--- src/rtl/sipo_frame_receiver_pkg.sv ---
// Shared definitions for the serial-in / parallel-out frame receiver.
//   state_e    : receiver FSM states (IDLE, SHIFT)
//   cnt_width(): width of the bit counter for a given word width
package sipo_frame_receiver_pkg;

  typedef enum logic {
    IDLE  = 1'b0,
    SHIFT = 1'b1
  } state_e;

  // Bit counter must be able to represent 0..WIDTH.
  function automatic int unsigned cnt_width(input int unsigned width);
    return $clog2(width + 1);
  endfunction

endpackage

--- src/rtl/sipo_out_reg.sv ---
// One-entry valid/ready holding register for completed words.
// A completed word loads when the register is empty or draining in the
// same cycle; otherwise it is dropped and the sticky overrun flag is set.
// Ports:
//   clk, rst    : clock, synchronous active-high reset
//   load_i      : a word completed this cycle
//   word_i      : the completed word
//   ready_i     : consumer accepts when valid_o is also 1
//   clr_err_i   : clears overrun_o (a new overrun in the same cycle wins)
//   data_o      : held word, stable while valid_o=1 and ready_i=0
//   valid_o     : data_o holds an unconsumed word
//   overrun_o   : sticky, a completed word was dropped
module sipo_out_reg
  import sipo_frame_receiver_pkg::*;
#(
  parameter int unsigned WIDTH = 4
) (
  input  logic             clk,
  input  logic             rst,
  input  logic             load_i,
  input  logic [WIDTH-1:0] word_i,
  input  logic             ready_i,
  input  logic             clr_err_i,
  output logic [WIDTH-1:0] data_o,
  output logic             valid_o,
  output logic             overrun_o
);

  logic [WIDTH-1:0] data_q, data_d;
  logic             valid_q, valid_d;
  logic             ovr_q, ovr_d;
  logic             accept;

  // Space is available if empty, or if the held word leaves this cycle.
  assign accept = !valid_q || ready_i;

  always_comb begin
    data_d  = data_q;
    valid_d = valid_q;
    ovr_d   = ovr_q && !clr_err_i;
    if (load_i && accept) begin
      data_d  = word_i;
      valid_d = 1'b1;
    end else if (valid_q && ready_i) begin
      valid_d = 1'b0;
    end
    if (load_i && !accept) begin
      ovr_d = 1'b1;
    end
  end

  always_ff @(posedge clk) begin
    if (rst) begin
      data_q  <= '0;
      valid_q <= 1'b0;
      ovr_q   <= 1'b0;
    end else begin
      data_q  <= data_d;
      valid_q <= valid_d;
      ovr_q   <= ovr_d;
    end
  end

  assign data_o    = data_q;
  assign valid_o   = valid_q;
  assign overrun_o = ovr_q;

endmodule

--- src/rtl/sipo_frame_receiver.sv ---
// Serial-to-parallel frame receiver. Reassembles WIDTH-bit words from a
// serial stream aligned by a frame_start strobe on the first bit, and
// hands them to a one-entry valid/ready output register.
// Ports:
//   clk, rst     : clock, synchronous active-high reset
//   ser_in       : serial data bit, sampled when ser_valid=1
//   ser_valid    : qualifies ser_in and frame_start
//   frame_start  : ser_in is bit 0 of a new frame
//   par_out      : assembled word (stable while par_valid & !par_ready)
//   par_valid    : par_out holds an unconsumed word
//   par_ready    : consumer accept
//   busy         : a frame is partially received
//   bit_cnt      : bits captured in the current frame
//   overrun_err  : sticky, a completed word was dropped
//   resync_err   : sticky, frame_start arrived mid-frame
//   clr_err      : clears both sticky flags (a set in the same cycle wins)
module sipo_frame_receiver
  import sipo_frame_receiver_pkg::*;
#(
  parameter int unsigned WIDTH     = 4,
  parameter bit          MSB_FIRST = 1'b1,
  localparam int unsigned CNT_W    = cnt_width(WIDTH)
) (
  input  logic             clk,
  input  logic             rst,
  input  logic             ser_in,
  input  logic             ser_valid,
  input  logic             frame_start,
  output logic [WIDTH-1:0] par_out,
  output logic             par_valid,
  input  logic             par_ready,
  output logic             busy,
  output logic [CNT_W-1:0] bit_cnt,
  output logic             overrun_err,
  output logic             resync_err,
  input  logic             clr_err
);

  localparam logic [CNT_W-1:0] LAST_IDX = CNT_W'(WIDTH - 1);

  state_e           state_q, state_d;
  logic [WIDTH-1:0] sr_q, sr_d;
  logic [CNT_W-1:0] cnt_q, cnt_d;
  logic             resync_q, resync_d;
  logic [WIDTH-1:0] shifted;
  logic [WIDTH-1:0] first_bit;
  logic             word_done;

  // shifted: current bit appended to the partial word.
  // first_bit: a fresh frame holding only bit 0 (no residue from earlier bits).
  always_comb begin
    if (MSB_FIRST) begin
      shifted   = {sr_q[WIDTH-2:0], ser_in};
      first_bit = {{(WIDTH-1){1'b0}}, ser_in};
    end else begin
      shifted   = {ser_in, sr_q[WIDTH-1:1]};
      first_bit = {ser_in, {(WIDTH-1){1'b0}}};
    end
  end

  always_comb begin
    state_d   = state_q;
    sr_d      = sr_q;
    cnt_d     = cnt_q;
    resync_d  = resync_q && !clr_err;
    word_done = 1'b0;
    unique case (state_q)
      IDLE: begin
        if (ser_valid && frame_start) begin
          sr_d    = first_bit;
          cnt_d   = CNT_W'(1);
          state_d = SHIFT;
        end
      end
      SHIFT: begin
        if (ser_valid) begin
          if (frame_start) begin
            sr_d     = first_bit;
            cnt_d    = CNT_W'(1);
            resync_d = 1'b1;
          end else begin
            sr_d = shifted;
            if (cnt_q == LAST_IDX) begin
              cnt_d     = '0;
              state_d   = IDLE;
              word_done = 1'b1;
            end else begin
              cnt_d = cnt_q + CNT_W'(1);
            end
          end
        end
      end
      default: state_d = IDLE;
    endcase
  end

  always_ff @(posedge clk) begin
    if (rst) begin
      state_q  <= IDLE;
      sr_q     <= '0;
      cnt_q    <= '0;
      resync_q <= 1'b0;
    end else begin
      state_q  <= state_d;
      sr_q     <= sr_d;
      cnt_q    <= cnt_d;
      resync_q <= resync_d;
    end
  end

  sipo_out_reg #(
    .WIDTH(WIDTH)
  ) u_out_reg (
    .clk       (clk),
    .rst       (rst),
    .load_i    (word_done),
    .word_i    (shifted),
    .ready_i   (par_ready),
    .clr_err_i (clr_err),
    .data_o    (par_out),
    .valid_o   (par_valid),
    .overrun_o (overrun_err)
  );

  assign busy       = (state_q == SHIFT);
  assign bit_cnt    = cnt_q;
  assign resync_err = resync_q;

endmodule

--- config.mk ---
export PLATFORM = sky130hd
export DESIGN_NAME = sipo_frame_receiver
export DESIGN_NICKNAME = d
export VERILOG_FILES = /design/src/rtl/sipo_frame_receiver_pkg.sv /design/src/rtl/sipo_out_reg.sv /design/src/rtl/sipo_frame_receiver.sv
export SDC_FILE = /design/constraint.sdc
export NUM_CORES = 1
export LEC_CHECK = 0
export BUFFER_PORTS_ARGS = -buffer_cell sky130_fd_sc_hd__buf_2
export CORE_AREA = 2 2 41 43
export DETAILED_ROUTE_END_ITERATION = 12
export DIE_AREA = 0 0 43 45
export PLACE_DENSITY_LB_ADDON = 0.12
export SETUP_SLACK_MARGIN = 0.15
export SKIP_LAST_GASP = 1
export SLEW_MARGIN = 15
export SYNTH_ARGS = -nofsm -noshare
export SYNTH_HDL_FRONTEND = slang
export SYNTH_SLANG_ARGS = --single-unit
--- constraint.sdc ---
create_clock -name clk -period 1.3 [get_ports clk]
set_clock_uncertainty 0.05 [all_clocks]
set_input_delay 0.13 -clock clk [delete_from_list [all_inputs] [get_ports clk]]
set_output_delay 0.13 -clock clk [all_outputs]
set_load 0.005 [all_outputs]
==> reports/results.tsv <==
metric	value	unit
Startpoint Class	register	
maximum clock rate	0.743	GHz
Setup violations, final	4	
Leakage	0.352	nW
CP Cell Sequence	ha_4 > or2b_1 > nor4_4 > buf_4 > mux2i_1	
CTS buffer count	3	
H-tree depth	1	
Seq/Total Area, Yosys	46.2	%
Critical Path End	u_out_reg.data_o[2]$_SDFFE_PP0P_	
GRT Total Usage	13.6	%
initial core utilization	41.2	%
critical path class	register to register	
Slew Limit Fails	0	
largest net degree at the start of global routing	20	
Fillers	151	
die area	1940	sq um
core footprint	1470	sq um
via total after detailed routing	501	
wire per inst	10.6	um
Worst Tran Pin Value	0.355	ns
fraction of final layout cells sized beyond drive strength 1	40.9	%
violated checks	setup timing	
Pre-antenna DRT Iters	3	
worst relative slew slack	76.2	%
antenna cell count	0	
commonest non-fill, non-tap cells in the layout	17 x buf_2, 11 x dfxtp_1, 9 x nand2b_1, 7 x buf_4, 6 x nor2_1	
hold path depth	3	
max cap viols	0	
GPL Wtd Cong	0.749	
crit path launch	bit_cnt[1]$_SDFFE_PP0P_	
Max FO, Critical Path	4	
Tmin final	1.35	ns
Synthesized Nets	70	
status	finished with violations	
Clock Sink Count	14	
reg2reg end	u_out_reg.data_o[2]$_SDFFE_PP0P_	
worst-case reg-to-reg path depth	5	
mapped cell area	607	sq um
Hold Violations, Final	0	
DRC viols	0	
root buffer cell	clkbuf_4	
synthesis-stage register bit count	14	
initial antenna violation count	0	
starting DRC count in detailed routing	11	
Critical Path Max Stage Delay	0.36	ns
global route overflow	0	
Final nets	97	
Final period util	104	%
Clock Latency Late Sink	0.28	ns
Worst EP arrival	1.51	ns
peak supply drop	0.000577	V
RSZ-0062 raised after global routing	yes	
Place WS	-0.152	ns
P per Cell Area	1030	nW/um^2
slowest CP cell	dfxtp_2	
final hold slack	0.0496	ns
TritonCTS clock tree	built	
Die Wd	43	um
port bufs	17	
Area Growth Syn to Fin	33.4	%
CP Capture Type	register	
WL final	1110	um
Hold/Removal Path Class	input pin to register	
Die H	45	um
total power	0.000831	W
mean post-synth cell area	9.79	sq um
DR vias/cell	4.82	
clock slew at reported path FFs	0.09	ns
Longest Clk Path Bufs	2	
DP Wirelength	795	um
most common cell after layout, fill and taps aside	buf_2	
Syn Inst Count	62	
vias in the first global route	409	
Yosys cell types	22	
placement row count	14	
Syn. warnings	0	
DRT antenna net count	0	
Setup WS post-layout	-0.0463	ns
Top Ports	18	
first-pass GRT wire length	1860	um
r2r setup slk	-0.05	ns
reg2reg start	bit_cnt[1]$_SDFFE_PP0P_	
Worst Path Required	1.46	ns
## critical path: cells and delay by family, from the launching register on
family,cells,cell delay (ns)
DFF,1,0.36
adders and majority gates,1,0.13
buffers and inverters,1,0.18
muxes,1,0.17
and+or+nand+nor,2,0.40
## area by class of cell
cell class | instances | area, sq um | share of cell area (%)
multi-input cells | 44 | 324 | 40.0
repair buffers | 24 | 138 | 17.0
clock buffers | 4 | 36.3 | 4.48
inverters | 2 | 7.51 | 0.927
flip-flops and latches | 14 | 284 | 35.1
well taps | 16 | 20.0 | 2.47
## cells in the mapped netlist
| cell type | number | area share, % |
|---|---|---|
| a211oi_1 | 1 | 1.2 |
| a21o_2 | 1 | 1.4 |
| a21oi_1 | 4 | 3.3 |
| a22oi_1 | 2 | 2.5 |
| a31oi_1 | 1 | 1.0 |
| a32oi_1 | 2 | 2.9 |
| and3b_2 | 1 | 1.6 |
| clkbuf_1 | 2 | 1.2 |
| dfxtp_1 | 14 | 46 |
| ha_1 | 1 | 2.1 |
| inv_1 | 2 | 1.2 |
| mux2i_1 | 5 | 8.2 |
| nand2_1 | 1 | 0.62 |
| nand2_2 | 1 | 1.0 |
| nand2b_1 | 9 | 9.3 |
| nand3b_1 | 1 | 1.2 |
| nand4b_1 | 1 | 1.4 |
| nor2_1 | 6 | 3.7 |
| nor2b_1 | 2 | 2.1 |
| nor4_4 | 1 | 3.5 |
| o21ai_0 | 2 | 1.6 |
| or2b_1 | 2 | 2.5 |
## how the worst min path moves through the flow
stage,slack [ns],startpoint,to
2_1_floorplan,0.17,ser_valid,bit_cnt[2]$_SDFFE_PP0P_
3_3_place_gp,0.33,ser_in,sr_q[0]$_SDFFE_PP0P_
3_5_place_dp,0.34,ser_in,sr_q[0]$_SDFFE_PP0P_
4_1_cts,0.04,ser_in,sr_q[0]$_SDFFE_PP0P_
5_1_grt,0.06,ser_in,u_out_reg.data_o[0]$_SDFFE_PP0P_
6_report,0.05,ser_in,sr_q[0]$_SDFFE_PP0P_
## layer usage
metal	part of all wire [%]	track usage, %	up-vias
met5	0	0	-
met4	1.5	9.09	0
met3	3.6	6.00	2
met2	43	17.3	10
met1	52	18.4	220
li1	-	-	269
## cells by family (layout without fill, tap and decap cells)
group / after synthesis / in the layout / synth area share, %
DFF: 14 / 14 / 46.2
adders and majority gates: 1 / 1 / 2.06
AOI/OAI and AO/OA: 13 / 13 / 14.0
buffers and inverters: 4 / 30 / 2.48
and+or+nand+nor: 25 / 25 / 27.0
muxes: 5 / 5 / 8.25
## power by group
group | total, W | switching (W) | internal, W
Clock | 0.000313 | 0.000143 | 0.000170
Combinational | 0.0000716 | 0.0000358 | 0.0000359
Sequential | 0.000446 | 0.00000812 | 0.000438
Total | 0.000831 | 0.000187 | 0.000644
## flip-flops by register name, indices dropped and copies added, names as in the netlist
| name | cells |
|---|---|
| bit_cnt | 3 |
| busy | 1 |
| resync_err | 1 |
| sr_q | 3 |
| u_out_reg.data_o | 4 |
| u_out_reg.overrun_o | 1 |
| u_out_reg.valid_o | 1 |
## through the flow
step                util [%]  setup TNS [ns]  cells  cell area, sq um
floorplan                  -          -0.574     62               612
global placement        50.8          -0.587     98               747
detailed placement      50.8          -0.597     98               747
CTS                     54.5          -0.247    103               802
global route            55.0          -0.476    104               810
finish                  55.0          -0.180    104               810
## what timing repair did
action,CTS,global route
setup buffers,1,1
gates resized for setup,3,0
hold buffers,0,0
pin swaps,4,0
setup endpoints to repair,6,6
No activity file was read; power rests on OpenSTA's default activity.
